### config.mk
export PLATFORM = sky130hd
export DESIGN_NAME = fp_to_fixed_pipe
export DESIGN_NICKNAME = d
export VERILOG_FILES = /design/src/rtl/fixed_conv_pkg.sv /design/src/rtl/fp_classify.sv /design/src/rtl/fp_to_fixed_pipe.sv
export SDC_FILE = /design/constraint.sdc
export NUM_CORES = 1
export LEC_CHECK = 0
export BUFFER_PORTS_ARGS = -buffer_cell sky130_fd_sc_hd__buf_2
export CORE_AREA = 2 2 150 152
export DETAILED_ROUTE_END_ITERATION = 8
export DIE_AREA = 0 0 152 154
export GPL_TIMING_DRIVEN = 0
export PLACE_DENSITY = 0.44
export SETUP_SLACK_MARGIN = 0.4
export SKIP_CTS_REPAIR_TIMING = 1
export SYNTH_ARGS = -nofsm -noshare
export SYNTH_HDL_FRONTEND = slang
export SYNTH_SLANG_ARGS = --single-unit
### constraint.sdc
create_clock -name clk -period 5.81 [get_ports clk]
set_input_delay 0.581 -clock clk [delete_from_list [all_inputs] [get_ports clk]]
set_output_delay 0.581 -clock clk [all_outputs]
set_load 0.1 [all_outputs]
### src/rtl/fixed_conv_pkg.sv
// rtl/fixed_conv_pkg.sv - shared field widths, bias, flag indices and encodings for the float-to-fixed converter
package fixed_conv_pkg;
    localparam int EXP_W = 8;
    localparam int MAN_W = 23;
    localparam logic signed [9:0] EXP_BIAS = 10'sd127;
    localparam logic signed [9:0] EXP_MIN  = -10'sd126;

    localparam int FLAG_INV = 0;
    localparam int FLAG_OVF = 1;
    localparam int FLAG_UNF = 2;

    typedef enum logic {
        RND_TRUNC = 1'b0,
        RND_RNE   = 1'b1
    } rnd_mode_e;

    // K_OVF: finite operand whose leading bit already lands above the output range
    typedef enum logic [2:0] {
        K_ZERO,
        K_NORM,
        K_NAN,
        K_INF,
        K_OVF
    } kind_e;
endpackage

### src/rtl/fp_classify.sv
// rtl/fp_classify.sv - combinational binary32 class decode and unbiased exponent
module fp_classify
    import fixed_conv_pkg::*;
(
    input  logic              i_fp_bits_unused_guard,
    input  logic [31:0]       i_fp,
    output logic              o_sign,
    output logic              o_is_zero,
    output logic              o_is_sub,
    output logic              o_is_inf,
    output logic              o_is_nan,
    output logic signed [9:0] o_exp_unb
);
    logic [EXP_W-1:0] w_exp;
    logic [MAN_W-1:0] w_man;
    logic             w_exp_zero;
    logic             w_exp_ones;
    logic             w_man_zero;

    assign w_exp      = i_fp[MAN_W +: EXP_W];
    assign w_man      = i_fp[MAN_W-1:0];
    assign w_exp_zero = (w_exp == '0);
    assign w_exp_ones = &w_exp;
    assign w_man_zero = (w_man == '0);

    assign o_sign    = i_fp[MAN_W+EXP_W] ^ (i_fp_bits_unused_guard & 1'b0);
    assign o_is_zero = w_exp_zero & w_man_zero;
    assign o_is_sub  = w_exp_zero & ~w_man_zero;
    assign o_is_inf  = w_exp_ones & w_man_zero;
    assign o_is_nan  = w_exp_ones & ~w_man_zero;

    // Subnormals share the smallest normal exponent; only the hidden bit differs
    assign o_exp_unb = w_exp_zero ? EXP_MIN : ($signed({2'b00, w_exp}) - EXP_BIAS);
endmodule

### src/rtl/fp_to_fixed_pipe.sv
// rtl/fp_to_fixed_pipe.sv - binary32 to signed Q.F fixed point, two-stage valid/ready pipeline
module fp_to_fixed_pipe
    import fixed_conv_pkg::*;
#(
    parameter int Q = 2,
    parameter int F = 16
) (
    input  logic           clk,
    input  logic           rst,
    input  logic           in_valid,
    output logic           in_ready,
    input  logic [31:0]    fp_in,
    input  logic           rnd_mode,
    output logic           out_valid,
    input  logic           out_ready,
    output logic [Q+F-1:0] fx_out,
    output logic [2:0]     flags,
    output logic [2:0]     sticky_flags,
    input  logic           flags_clr
);
    localparam int W = Q + F;
    localparam logic [5:0]   D_MAX   = 6'(W + 1);
    localparam logic [W+1:0] V_ONE   = {{(W+1){1'b0}}, 1'b1};
    localparam logic [W:0]   POS_LIM = {2'b00, {(W-1){1'b1}}};
    localparam logic [W:0]   NEG_LIM = {2'b01, {(W-1){1'b0}}};
    localparam logic [W-1:0] SAT_POS = {1'b0, {(W-1){1'b1}}};
    localparam logic [W-1:0] SAT_NEG = {1'b1, {(W-1){1'b0}}};

    logic              w_sign, w_is_zero, w_is_sub, w_is_inf, w_is_nan;
    logic signed [9:0] w_exp_unb;
    logic [23:0]       w_mant;
    logic signed [31:0] w_pos;
    logic [W+23:0]     w_ext;
    logic [W+1:0]      w_vec;
    logic [5:0]        w_dsh;
    kind_e             w_kind;
    logic              w_s1_adv;

    logic              r_s1_valid;
    logic              r_s1_sign;
    rnd_mode_e         r_s1_mode;
    kind_e             r_s1_kind;
    logic [W+1:0]      r_s1_vec;
    logic [5:0]        r_s1_dsh;

    logic              r_out_valid;
    logic [W-1:0]      r_fx;
    logic [2:0]        r_flags;
    logic [2:0]        r_sticky;

    fp_classify u_classify (
        .i_fp_bits_unused_guard (1'b0),
        .i_fp                   (fp_in),
        .o_sign                 (w_sign),
        .o_is_zero              (w_is_zero),
        .o_is_sub               (w_is_sub),
        .o_is_inf               (w_is_inf),
        .o_is_nan               (w_is_nan),
        .o_exp_unb              (w_exp_unb)
    );

    // w_pos is the output bit index where mantissa bit 23 lands; the W+1 bit window
    // spans indices W-1 down to -1 (guard), with everything below folded into bit 0
    assign w_mant = {~(w_is_zero | w_is_sub), fp_in[22:0]};
    assign w_pos  = 32'(w_exp_unb) + F;
    assign w_ext  = {w_mant, {W{1'b0}}};
    assign w_vec  = {w_ext[W+23:23], |w_ext[22:0]};
    assign w_dsh  = (w_pos < -1) ? D_MAX : 6'(W - 1 - w_pos);

    always_comb begin
        w_kind = K_NORM;
        if (w_is_nan)       w_kind = K_NAN;
        else if (w_is_inf)  w_kind = K_INF;
        else if (w_is_zero) w_kind = K_ZERO;
        else if (w_pos >= W) w_kind = K_OVF;
    end

    assign w_s1_adv = !r_out_valid || out_ready;
    assign in_ready = !r_s1_valid || w_s1_adv;

    always_ff @(posedge clk) begin
        if (rst)           r_s1_valid <= 1'b0;
        else if (in_ready) r_s1_valid <= in_valid;
        if (in_valid && in_ready) begin
            r_s1_sign <= w_sign;
            r_s1_mode <= rnd_mode_e'(rnd_mode);
            r_s1_kind <= w_kind;
            r_s1_vec  <= w_vec;
            r_s1_dsh  <= w_dsh;
        end
    end

    logic [W+1:0] w_shifted, w_mask;
    logic [W-1:0] w_mag;
    logic         w_guard, w_sticky, w_inc, w_rnd_ovf;
    logic [W:0]   w_mag_r;
    logic [W-1:0] w_res;
    logic [2:0]   w_flags;

    assign w_shifted = r_s1_vec >> r_s1_dsh;
    assign w_mask    = (V_ONE << r_s1_dsh) - V_ONE;
    assign w_mag     = w_shifted[W+1:2];
    assign w_guard   = w_shifted[1];
    assign w_sticky  = w_shifted[0] | (|(r_s1_vec & w_mask));
    assign w_inc     = (r_s1_mode == RND_RNE) & w_guard & (w_sticky | w_mag[0]);
    assign w_mag_r   = {1'b0, w_mag} + {{W{1'b0}}, w_inc};
    // Negative side reaches one further: -2^(W-1) is representable
    assign w_rnd_ovf = r_s1_sign ? (w_mag_r > NEG_LIM) : (w_mag_r > POS_LIM);

    always_comb begin
        w_res   = '0;
        w_flags = '0;
        case (r_s1_kind)
            K_NAN: w_flags[FLAG_INV] = 1'b1;
            K_INF: begin
                w_res              = r_s1_sign ? SAT_NEG : SAT_POS;
                w_flags[FLAG_INV]  = 1'b1;
                w_flags[FLAG_OVF]  = 1'b1;
            end
            K_OVF: begin
                w_res             = r_s1_sign ? SAT_NEG : SAT_POS;
                w_flags[FLAG_OVF] = 1'b1;
            end
            K_NORM: begin
                if (w_rnd_ovf) begin
                    w_res             = r_s1_sign ? SAT_NEG : SAT_POS;
                    w_flags[FLAG_OVF] = 1'b1;
                end else begin
                    w_res = r_s1_sign ? (-w_mag_r[W-1:0]) : w_mag_r[W-1:0];
                    if (w_mag_r == '0) w_flags[FLAG_UNF] = 1'b1;
                end
            end
            default: ;
        endcase
    end

    always_ff @(posedge clk) begin
        if (rst) begin
            r_out_valid <= 1'b0;
            r_fx        <= '0;
            r_flags     <= '0;
        end else if (w_s1_adv) begin
            r_out_valid <= r_s1_valid;
            if (r_s1_valid) begin
                r_fx    <= w_res;
                r_flags <= w_flags;
            end
        end
    end

    always_ff @(posedge clk) begin
        if (rst)                           r_sticky <= '0;
        else if (r_out_valid && out_ready) r_sticky <= flags_clr ? r_flags : (r_sticky | r_flags);
        else if (flags_clr)                r_sticky <= '0;
    end

    assign out_valid    = r_out_valid;
    assign fx_out       = r_fx;
    assign flags        = r_flags;
    assign sticky_flags = r_sticky;
endmodule

==> results of run 1 <==
## sequential cells by signal (all words and copies together), names as in the netlist
name / cells
sticky_flags: 3
r_s1_mode: 1
r_s1_sign: 1
out_valid: 1
r_s1_dsh: 6
r_s1_kind: 3
fx_out: 18
r_s1_vec: 20
flags: 3
r_s1_valid: 1
## per-layer routing
layer,vias up,global-route usage [%],wire length [um]
met4,0,5.61,427
met3,31,3.18,1220
li1,2515,-,-
met2,187,24.2,8170
met1,2510,19.4,7980
met5,-,0,0
## power groups by stage
stage               sequential (uW)  combinational, uW  clock [uW]
global route                    480                587         538
CTS                             476                529         521
global placement                485                531           0
detailed placement              484                528           0
finish                          476                546         504
floorplan                       551                323           0
## worst max-delay path: stages, from the launching register on
cell,delay [ns]
edfxtp_1,0.35
buf_4,0.18
buf_2,0.20
nor4b_1,0.93
and3_1,0.32
o32ai_1,0.11
buf_2,0.21
inv_1,0.07
ha_1,0.32
and2_1,0.17
clkbuf_1,0.25
nor3_1,0.09
and3_1,0.22
o311ai_1,0.74
nor4_1,0.14
o211ai_1,0.47
buf_2,0.27
o22ai_1,0.09
nor2_1,0.09
## area by class of cell
cell class	count	share of cell area (%)
Multi-Input combinational cell	501	57.4
Sequential cell	57	22.4
Timing Repair Buffer	71	5.77
Tap cell	280	5.42
Clock buffer	12	4.14
Buffer	37	3.46
Inverter	19	1.10
Clock inverter	3	0.232
## Yosys cell counts, types with 10 or more instances
cell,instances,area share (%)
nor2_1,61,4.3
ha_1,10,2.3
and3_1,12,1.4
o21ai_0,31,2.9
xnor2_1,23,3.7
o22ai_1,16,1.9
mux4_2,14,5.9
nand2_1,45,3.1
dfxtp_1,26,9.7
mux2i_1,30,5.6
mux2_2,10,2.1
inv_1,17,1.2
nand3_1,22,2.0
edfxtp_1,31,17
xor2_1,21,3.4
nor4_1,16,1.9
a21oi_1,24,2.2
nor3_1,19,1.8
clkbuf_1,19,1.3
## cells by family after synthesis
family          count (synthesis)  share of synthesized area (%)
fa+ha+maj                      11                           2.51
mux                            56                           14.5
simple gates                  238                           23.5
compound gates                152                           20.2
buf+inv                        56                           5.18
flops                          57                           27.0
xor+xnor                       44                           7.16
## stage by stage
stage	std cells	setup slack, ns	setup TNS [ns]
final	980	0.516	0
after global routing	980	0.374	0
after CTS	973	-0.599	-9.12
after detailed placement	958	-0.572	-8.55
after global placement	957	-1.10	-19.08
after floorplan	614	1.10	0
## path summary, 6_finish.rpt
path | start | end | slack [ns] | cells past startpoint
max reg2reg | r_s1_dsh[2]$_SDFFCE_PP0P_ | fx_out[6]$_SDFFE_PP0P_ | 0.52 | 18
min | rnd_mode | r_s1_mode$_DFFE_PP_ | 0.42 | 1
max | r_s1_dsh[2]$_SDFFCE_PP0P_ | fx_out[6]$_SDFFE_PP0P_ | 0.52 | 18
min reg2reg | sticky_flags[0]$_SDFFE_PP0P_ | sticky_flags[0]$_SDFFE_PP0P_ | 0.48 | 2
==> impl_metrics.py, run 1 <==
metrics = {
    "cts": {
        "clk_latency_ns": 0.34,
        "cts-root-buf": "clkbuf_16",
        "numClockSinks": 57,
        "cts_buffer_depth": 2,
        "htree_levels": 3,
        "cts_buffers": 9,
        "clk_pin_slew_ns": 0.05,
        "tritoncts": "yes",
    },
    "route": {
        "viasPerCell": 5.35,
        "first_pass_iters": 5,
        "drc_errors": 0,
        "wirelength_um": 17800,
        "avgRoutedWirePerCell_um": 18.2,
        "dr_total_vias": 5243,
        "ant_nets": 0,
        "drtIter0Drc": 432,
    },
    "power": {
        "p_comb_share_pct": 35.8,
        "p_switching_uw": 563,
        "ir_drop_v": 0.000143,
        "pwr-share-seq_pct": 31.2,
        "p_total_uw": 1530,
        "intPower_uw": 964,
        "swShare_pct": 36.9,
        "p_leak_uw": 0.00246,
        "power_frac_clock_pct": 33.0,
        "power_density_nw_per_um2": 236,
    },
    "worst_setup_path": {
        "required_ns": 6.09,
        "startpoint_type": "flip-flop",
        "arrival_ns": 5.57,
        "cp_max_fo": 10,
        "worstSetupEndpointType": "flip-flop",
        "criticalPathCategory": "flip-flop to flip-flop",
    },
    "finish": {
        "ff_latch_area_um2": 1450,
        "final_area_um2": 6470,
        "finalNetCount": 744,
        "area_growth_pct": 20.1,
        "final_util_pct": 29.8,
        "final_common_cell": "buf_2",
        "nFillCells": 2323,
        "antenna_cells": 0,
        "drive_gt1_share_pct": 23.1,
        "final_cell_mix": "buf_2, nor2_1, nand2_1",
        "multiInputGateArea_um2": 3710,
    },
    "logic_synthesis": {
        "synthFlopType": "edfxtp_1",
        "netlist_area_um2": 5390,
        "syn-num-nets": 662,
        "synth.avg_cell_area_um2": 8.77,
        "synth_cell_type_count": 85,
        "synthArstFlopShare_pct": 0,
        "seq_area_frac_synth_pct": 27.0,
        "yosysWarnings": 0,
        "netlist_instances": 614,
        "ys_ff_latch": 57,
        "synth_edf_count": 31,
    },
    "floorplanning": {
        "ios": 64,
        "die_area_um2": 23400,
        "start_util_pct": 24.8,
        "fp-row-count": 54,
        "die_w_um": 152,
        "die_h_um": 154,
        "design.core.area_um2": 21700,
    },
    "outcome": {
        "outcome": "complete, no violations",
    },
    "placed_design": {
        "place_area_um2": 6060,
        "hpwl_um": 13600,
        "routabilityCongestion": 0.902,
        "portBuffers": 63,
    },
    "timing": {
        "drv_slew": 0,
        "tightest_slew_ns": 1.06,
        "finalClockSkew_ns": 0.00776,
        "setup_violations": 0,
        "max_freq_mhz": 189,
        "relSlewSlack_pct": 28.7,
        "hold_viol": 0,
        "finalCriticalPeriod_ns": 5.29,
        "fin_crit_sh_pct": 91.1,
        "whs_ns": 0.421,
        "grt_setup_unrepaired": "false",
    },
    "global_route": {
        "grt_first_pass_wirelength_um": 27900,
        "antenna_found_initial": 0,
        "grt_use_total_pct": 14.9,
        "grt_overflow": 0,
        "grt_pass1_vias": 5073,
        "grt_max_degree": 32,
    },
    "run": {
        "drv_cap": 0,
    },
    "min_path": {
        "worst_hold_path_type": "input pin to flip-flop",
    },
}
Note: power is estimated with default switching activity, not from simulation.
==> inputs of run 2 (changes only) <==
Settings changed: ABC_AREA set to 1, CORE_AREA 2 2 150 152 to 2 2 115 201, DIE_AREA 0 0 152 154 to 0 0 117 203, GPL_TIMING_DRIVEN 0 to unset, PLACE_DENSITY 0.44 to 0.43.
==> impl_metrics.py, run 2 <==
metrics = {
    "cts": {
        "numClockSinks": 57,
        "cts_buffers": 9,
        "cts_buffer_depth": 2,
        "cts-root-buf": "clkbuf_16",
        "clk_latency_ns": 0.35,
        "htree_levels": 3,
        "clk_pin_slew_ns": 0.05,
        "tritoncts": "yes",
    },
    "placed_design": {
        "routabilityCongestion": 0.907,
        "place_area_um2": 6060,
        "hpwl_um": 15100,
        "portBuffers": 63,
    },
    "finish": {
        "largest_reg_flops": 20,
        "largest_register": "r_s1_vec",
        "area_growth_pct": 16.9,
        "final_area_um2": 6370,
        "final_common_cell": "nand2_1",
        "final_util_pct": 28.9,
        "finalNetCount": 973,
        "drive_gt1_share_pct": 20.4,
        "final_cell_mix": "nand2_1, nand3_1, inv_1",
        "antenna_cells": 0,
    },
    "global_route": {
        "grt_pass1_vias": 5719,
        "antenna_found_initial": 0,
        "grt_max_degree": 32,
        "grt_use_total_pct": 16.2,
        "grt_overflow": 0,
        "grt_first_pass_wirelength_um": 29300,
    },
    "timing": {
        "relSlewSlack_pct": 38.3,
        "grt_setup_unrepaired": "false",
        "setup_violations": 0,
        "max_freq_mhz": 217,
        "hold_viol": 0,
        "drv_slew": 0,
        "whs_ns": 0.407,
        "tns_ns": 0,
        "finalClockSkew_ns": 0.00797,
        "fin_crit_sh_pct": 79.2,
        "finalCriticalPeriod_ns": 4.60,
        "tightest_slew_ns": 0.917,
    },
    "power": {
        "p_comb_share_pct": 31.3,
        "pwr-share-seq_pct": 31.4,
        "p_switching_uw": 586,
        "p_total_uw": 1520,
        "power_frac_clock_pct": 37.3,
        "ir_drop_v": 0.000175,
        "p_leak_uw": 0.00302,
        "swShare_pct": 38.5,
        "power_density_nw_per_um2": 239,
        "intPower_uw": 936,
    },
    "logic_synthesis": {
        "synth_top_cell_by_area": "nand2_1",
        "seq_area_frac_synth_pct": 26.6,
        "syn-num-nets": 913,
        "synth_cell_type_count": 38,
        "synth_compound_area_share_pct": 10.0,
        "synth_common_cells": "nand2_1, nand3_1, inv_1",
        "synthFlopType": "edfxtp_1",
        "yosysWarnings": 0,
        "synth.avg_cell_area_um2": 6.31,
        "synth_top_family_by_area": "simple AND/OR/NAND/NOR gates",
        "synthTopCellsByArea": "nand2_1, edfxtp_1, nand3_1",
        "netlist_area_um2": 5460,
        "synthSimpleGateAreaFrac_pct": 48.4,
        "synth.most_common_cell": "nand2_1",
        "synth_edf_count": 31,
        "ys_ff_latch": 57,
        "synthArstFlopShare_pct": 0,
        "synth_fa_ha_area_share_pct": 2.29,
        "synthMuxAreaShare_pct": 0,
        "netlist_instances": 865,
        "synth_xor_area_share_pct": 2.25,
        "synth_top_area_share_pct": 17.1,
    },
    "min_path": {
        "worst_hold_path_type": "input pin to flip-flop",
        "hold_start": "rnd_mode",
    },
    "route": {
        "drc_errors": 0,
        "ant_nets": 0,
        "first_pass_iters": 5,
        "wirelength_um": 18300,
        "dr_total_vias": 5719,
        "avgRoutedWirePerCell_um": 14.9,
        "drtIter0Drc": 241,
        "viasPerCell": 4.66,
    },
    "worst_setup_path": {
        "worstSetupEndpointType": "flip-flop",
        "r2r_cells": 30,
        "startpoint_type": "flip-flop",
        "r2r_end": "fx_out[2]$_SDFFE_PP0P_",
        "criticalPathCategory": "flip-flop to flip-flop",
        "critPathCapture": "fx_out[2]$_SDFFE_PP0P_",
        "reg2reg_setup_slack_ns": 1.21,
        "arrival_ns": 4.88,
        "cpPeakStageDelay_ns": 0.48,
        "startpoint": "r_s1_dsh[3]$_SDFFCE_PP0P_",
        "cp_max_fo": 20,
        "reg2reg_from": "r_s1_dsh[3]$_SDFFCE_PP0P_",
        "cpMaxStageDelayCell": "edfxtp_1",
        "required_ns": 6.09,
        "cpMostUsedCell": "nand2_1",
    },
    "floorplanning": {
        "design.core.area_um2": 22100,
        "fp-row-count": 72,
        "ios": 64,
        "die_h_um": 203,
        "die_w_um": 117,
        "start_util_pct": 24.7,
        "die_area_um2": 23800,
    },
    "run": {
        "drv_cap": 0,
    },
    "outcome": {
        "outcome": "complete, no violations",
    },
}
==> run 2: kinds of logic (layout without fill, tap and decap cells) <==
group | Yosys count | count (layout)
AOI/OAI and AO/OA | 93 | 93
xor gates and xnor gates | 14 | 14
adders and majority gates | 10 | 10
buffers and inverters | 132 | 197
DFF | 57 | 57
and+or+nand+nor | 559 | 559
==> run 2: worst max-delay path, delay by kind of cell (launching register included) <==
family	cells	cell delay, ns
buffers and inverters	7	1.03
AO/OA/AOI/OAI	3	0.72
flip-flops	1	0.48
adder cells (fa/ha/maj)	2	0.40
AND/OR/NAND/NOR	18	1.90
==> run 2: per-layer routing <==
metal / vias to the layer above / routed length (um) / share of wire, % / track usage (%)
met2: 121 / 10300 / 57 / 31.8
met1: 2569 / 6480 / 35 / 15.3
met4: 0 / 911 / 5.0 / 8.53
met3: 58 / 533 / 2.9 / 2.72
met5: - / 0 / 0 / 0
li1: 2971 / - / - / -
==> run 2: layout make-up <==
class,instances,area [um^2]
Fill cell,2504,15700
Sequential cell,57,1450
Clock buffer,12,289
Inverter,108,408
Multi-Input combinational cell,676,3440
Tap cell,296,370
Clock inverter,4,28.8
Timing Repair Buffer,73,390
==> run 2: how the worst min path moves through the flow <==
stage	end	depth (start not counted)	slack, ns
6_report	r_s1_mode$_DFFE_PP_	1	0.41
5_1_grt	r_s1_mode$_DFFE_PP_	1	0.39
4_1_cts	r_s1_mode$_DFFE_PP_	1	0.39
3_5_place_dp	sticky_flags[0]$_SDFFE_PP0P_	2	0.46
3_3_place_gp	sticky_flags[0]$_SDFFE_PP0P_	2	0.45
2_1_floorplan	out_valid$_SDFFE_PP0P_	2	0.61
==> run 2: power by group through the flow <==
stage	logic [uW]	clock network (uW)	registers (uW)
5_1_grt	528	600	481
4_1_cts	480	585	477
3_3_place_gp	483	0	486
6_report	476	568	477
2_1_floorplan	291	0	552
3_5_place_dp	479	0	486
==> run 2: through the flow <==
| stage | setup slack, ns | instances |
|---|---|---|
| after floorplan | 2.00 | 865 |
| after global placement | 1.30 | 1210 |
| after detailed placement | 1.24 | 1210 |
| after CTS | 1.21 | 1226 |
| after global routing | 0.668 | 1226 |
| final | 1.21 | 1226 |
==> inputs of run 3 (changes only) <==
Settings changed: ABC_AREA 1 to 0, CORE_AREA 2 2 115 201 to 2 2 114 200, DIE_AREA 0 0 117 203 to 0 0 116 202, PLACE_DENSITY 0.43 to 0.45.
Clock period 5.81 ns to 3.9 ns, I/O delays scaled along.
==> impl_metrics.py, run 3 (same netlist as run 1, synthesis figures left out) <==
metrics = {
    "global_route": {
        "grt_use_total_pct": 18.2,
        "grt_max_degree": 32,
        "grt_first_pass_wirelength_um": 32300,
        "grt_use_met2_pct": 35.3,
        "grtUsageMet1_pct": 16.5,
        "top_usage_layer": "met2",
        "grt_overflow": 0,
        "grt_pass1_vias": 6096,
        "use_met3_pct": 2.70,
        "antenna_found_initial": 0,
    },
    "timing": {
        "finalCriticalPeriod_ns": 4.36,
        "setup_slack_ns": -0.459,
        "grt_setup_unrepaired": "true",
        "hold_viol": 0,
        "setup_violations": 20,
        "max_freq_mhz": 229,
        "finalClockSkew_ns": 0.00663,
        "fin_crit_sh_pct": 112,
        "tightest_slew_ns": 0.656,
        "whs_ns": 0.221,
        "drv_slew": 0,
        "tns_ns": -7.63,
        "relSlewSlack_pct": 56.2,
    },
    "worst_setup_path": {
        "required_ns": 4.17,
        "criticalPathCategory": "flip-flop to flip-flop",
        "cp_max_fo": 7,
        "worstSetupEndpointType": "flip-flop",
        "startpoint_type": "flip-flop",
        "arrival_ns": 4.63,
    },
    "route": {
        "avgRoutedWirePerCell_um": 18.1,
        "ant_nets": 0,
        "drtIter0Drc": 251,
        "drc_errors": 0,
        "viasPerCell": 5.01,
        "wirelength_um": 21300,
        "dr_total_vias": 5879,
        "first_pass_iters": 4,
    },
    "finish": {
        "largest_register": "r_s1_vec",
        "finalNetCount": 921,
        "final_cell_mix": "buf_4, buf_2, nor2_1",
        "largest_reg_flops": 20,
        "final_common_cell": "buf_4",
        "area_growth_pct": 52.3,
        "drive_gt1_share_pct": 45.0,
        "nFillCells": 2318,
        "final_util_pct": 37.6,
        "antenna_cells": 0,
    },
    "power": {
        "power_density_nw_per_um2": 321,
        "ir_drop_v": 0.000208,
        "p_leak_uw": 0.00340,
    },
    "cts": {
        "numClockSinks": 57,
        "clk_pin_slew_ns": 0.05,
        "cts_buffer_depth": 2,
        "clk_latency_ns": 0.35,
        "tritoncts": "yes",
        "htree_levels": 3,
        "cts-root-buf": "clkbuf_16",
        "cts_buffers": 9,
    },
    "placed_design": {
        "routabilityCongestion": 0.960,
        "hpwl_um": 17500,
        "portBuffers": 63,
        "place_ws_ns": -0.496,
    },
    "outcome": {
        "outcome": "finished with violations",
        "violations": "setup timing",
    },
    "floorplanning": {
        "design.core.area_um2": 21800,
        "die_w_um": 116,
        "fp-row-count": 72,
        "die_h_um": 202,
        "start_util_pct": 24.7,
        "ios": 64,
        "die_area_um2": 23400,
    },
    "min_path": {
        "worst_hold_path_type": "input pin to flip-flop",
    },
    "run": {
        "drv_cap": 0,
    },
}
-- run 3: cell types whose count changed in the layout (fill, tap and decap cells not counted), sizes merged, moves of 11 or more --
cell and change:
a21oi -15, nor2 -35, nor4 +11, xnor2 +20, nand4 -12, and3 +12
nand2 -239, inv -90, mux2i +30, o21ai -17, nand3 -108, o22ai +18
mux4 +16, buf +209
-- run 3: per-layer routing --
metal | share of wire, % | routed length (um)
met5 | 0 | 0
met4 | 7.7 | 1650
met3 | 2.8 | 586
met2 | 57 | 12100
met1 | 33 | 6970
-- run 3: final cells by class --
type,instances,area (um^2),area share [%]
multi-input cells,502,3960,48.3
repair buffers,284,2040,24.9
flip-flops and latches,57,1450,17.7
well taps,296,370,4.52
clock buffers,11,243,2.96
inverters,19,75.1,0.916
clock inverters,5,55.1,0.671
-- run 3: worst paths after layout --
| path | end | cells past startpoint | slack [ns] | startpoint |
|---|---|---|---|---|
| max | fx_out[12]$_SDFFE_PP0P_ | 19 | -0.46 | r_s1_dsh[1]$_SDFFCE_PP1P_ |
| min | r_s1_mode$_DFFE_PP_ | 1 | 0.22 | rnd_mode |
| max reg2reg | fx_out[12]$_SDFFE_PP0P_ | 19 | -0.46 | r_s1_dsh[1]$_SDFFCE_PP1P_ |
| min reg2reg | flags[2]$_SDFFE_PP0P_ | 2 | 0.48 | flags[2]$_SDFFE_PP0P_ |
-- run 3: critical path, cell delays in order, from the launching register on --
cell      delay [ns]
edfxtp_1        0.41
buf_6           0.16
buf_12          0.14
mux2i_2         0.16
mux4_2          0.54
o22ai_4         0.18
o32ai_2         0.10
buf_4           0.14
inv_2           0.05
ha_4            0.12
buf_4           0.11
nand4_4         0.11
or4b_4          0.56
o41ai_4         0.37
buf_4           0.17
nor2_2          0.04
o41a_1          0.32
nand2b_4        0.18
or3_1           0.32
o22ai_1         0.10
-- run 3: through the flow --
stage	total power (uW)	instances	area [um^2]
after floorplan	1320	614	5480
after global routing	2760	1174	8200
final	2630	1174	8200
after CTS	2570	1159	7820
after detailed placement	1760	1143	7520
after global placement	1760	1143	7520
-- run 3: where the power goes --
| part | internal (uW) | switching (uW) | leakage (uW) |
|---|---|---|---|
| clock network | 509 | 299 | 0.000143 |
| registers | 676 | 33.5 | 0.000511 |
| logic | 502 | 610 | 0.00275 |
| total | 1690 | 942 | 0.00340 |
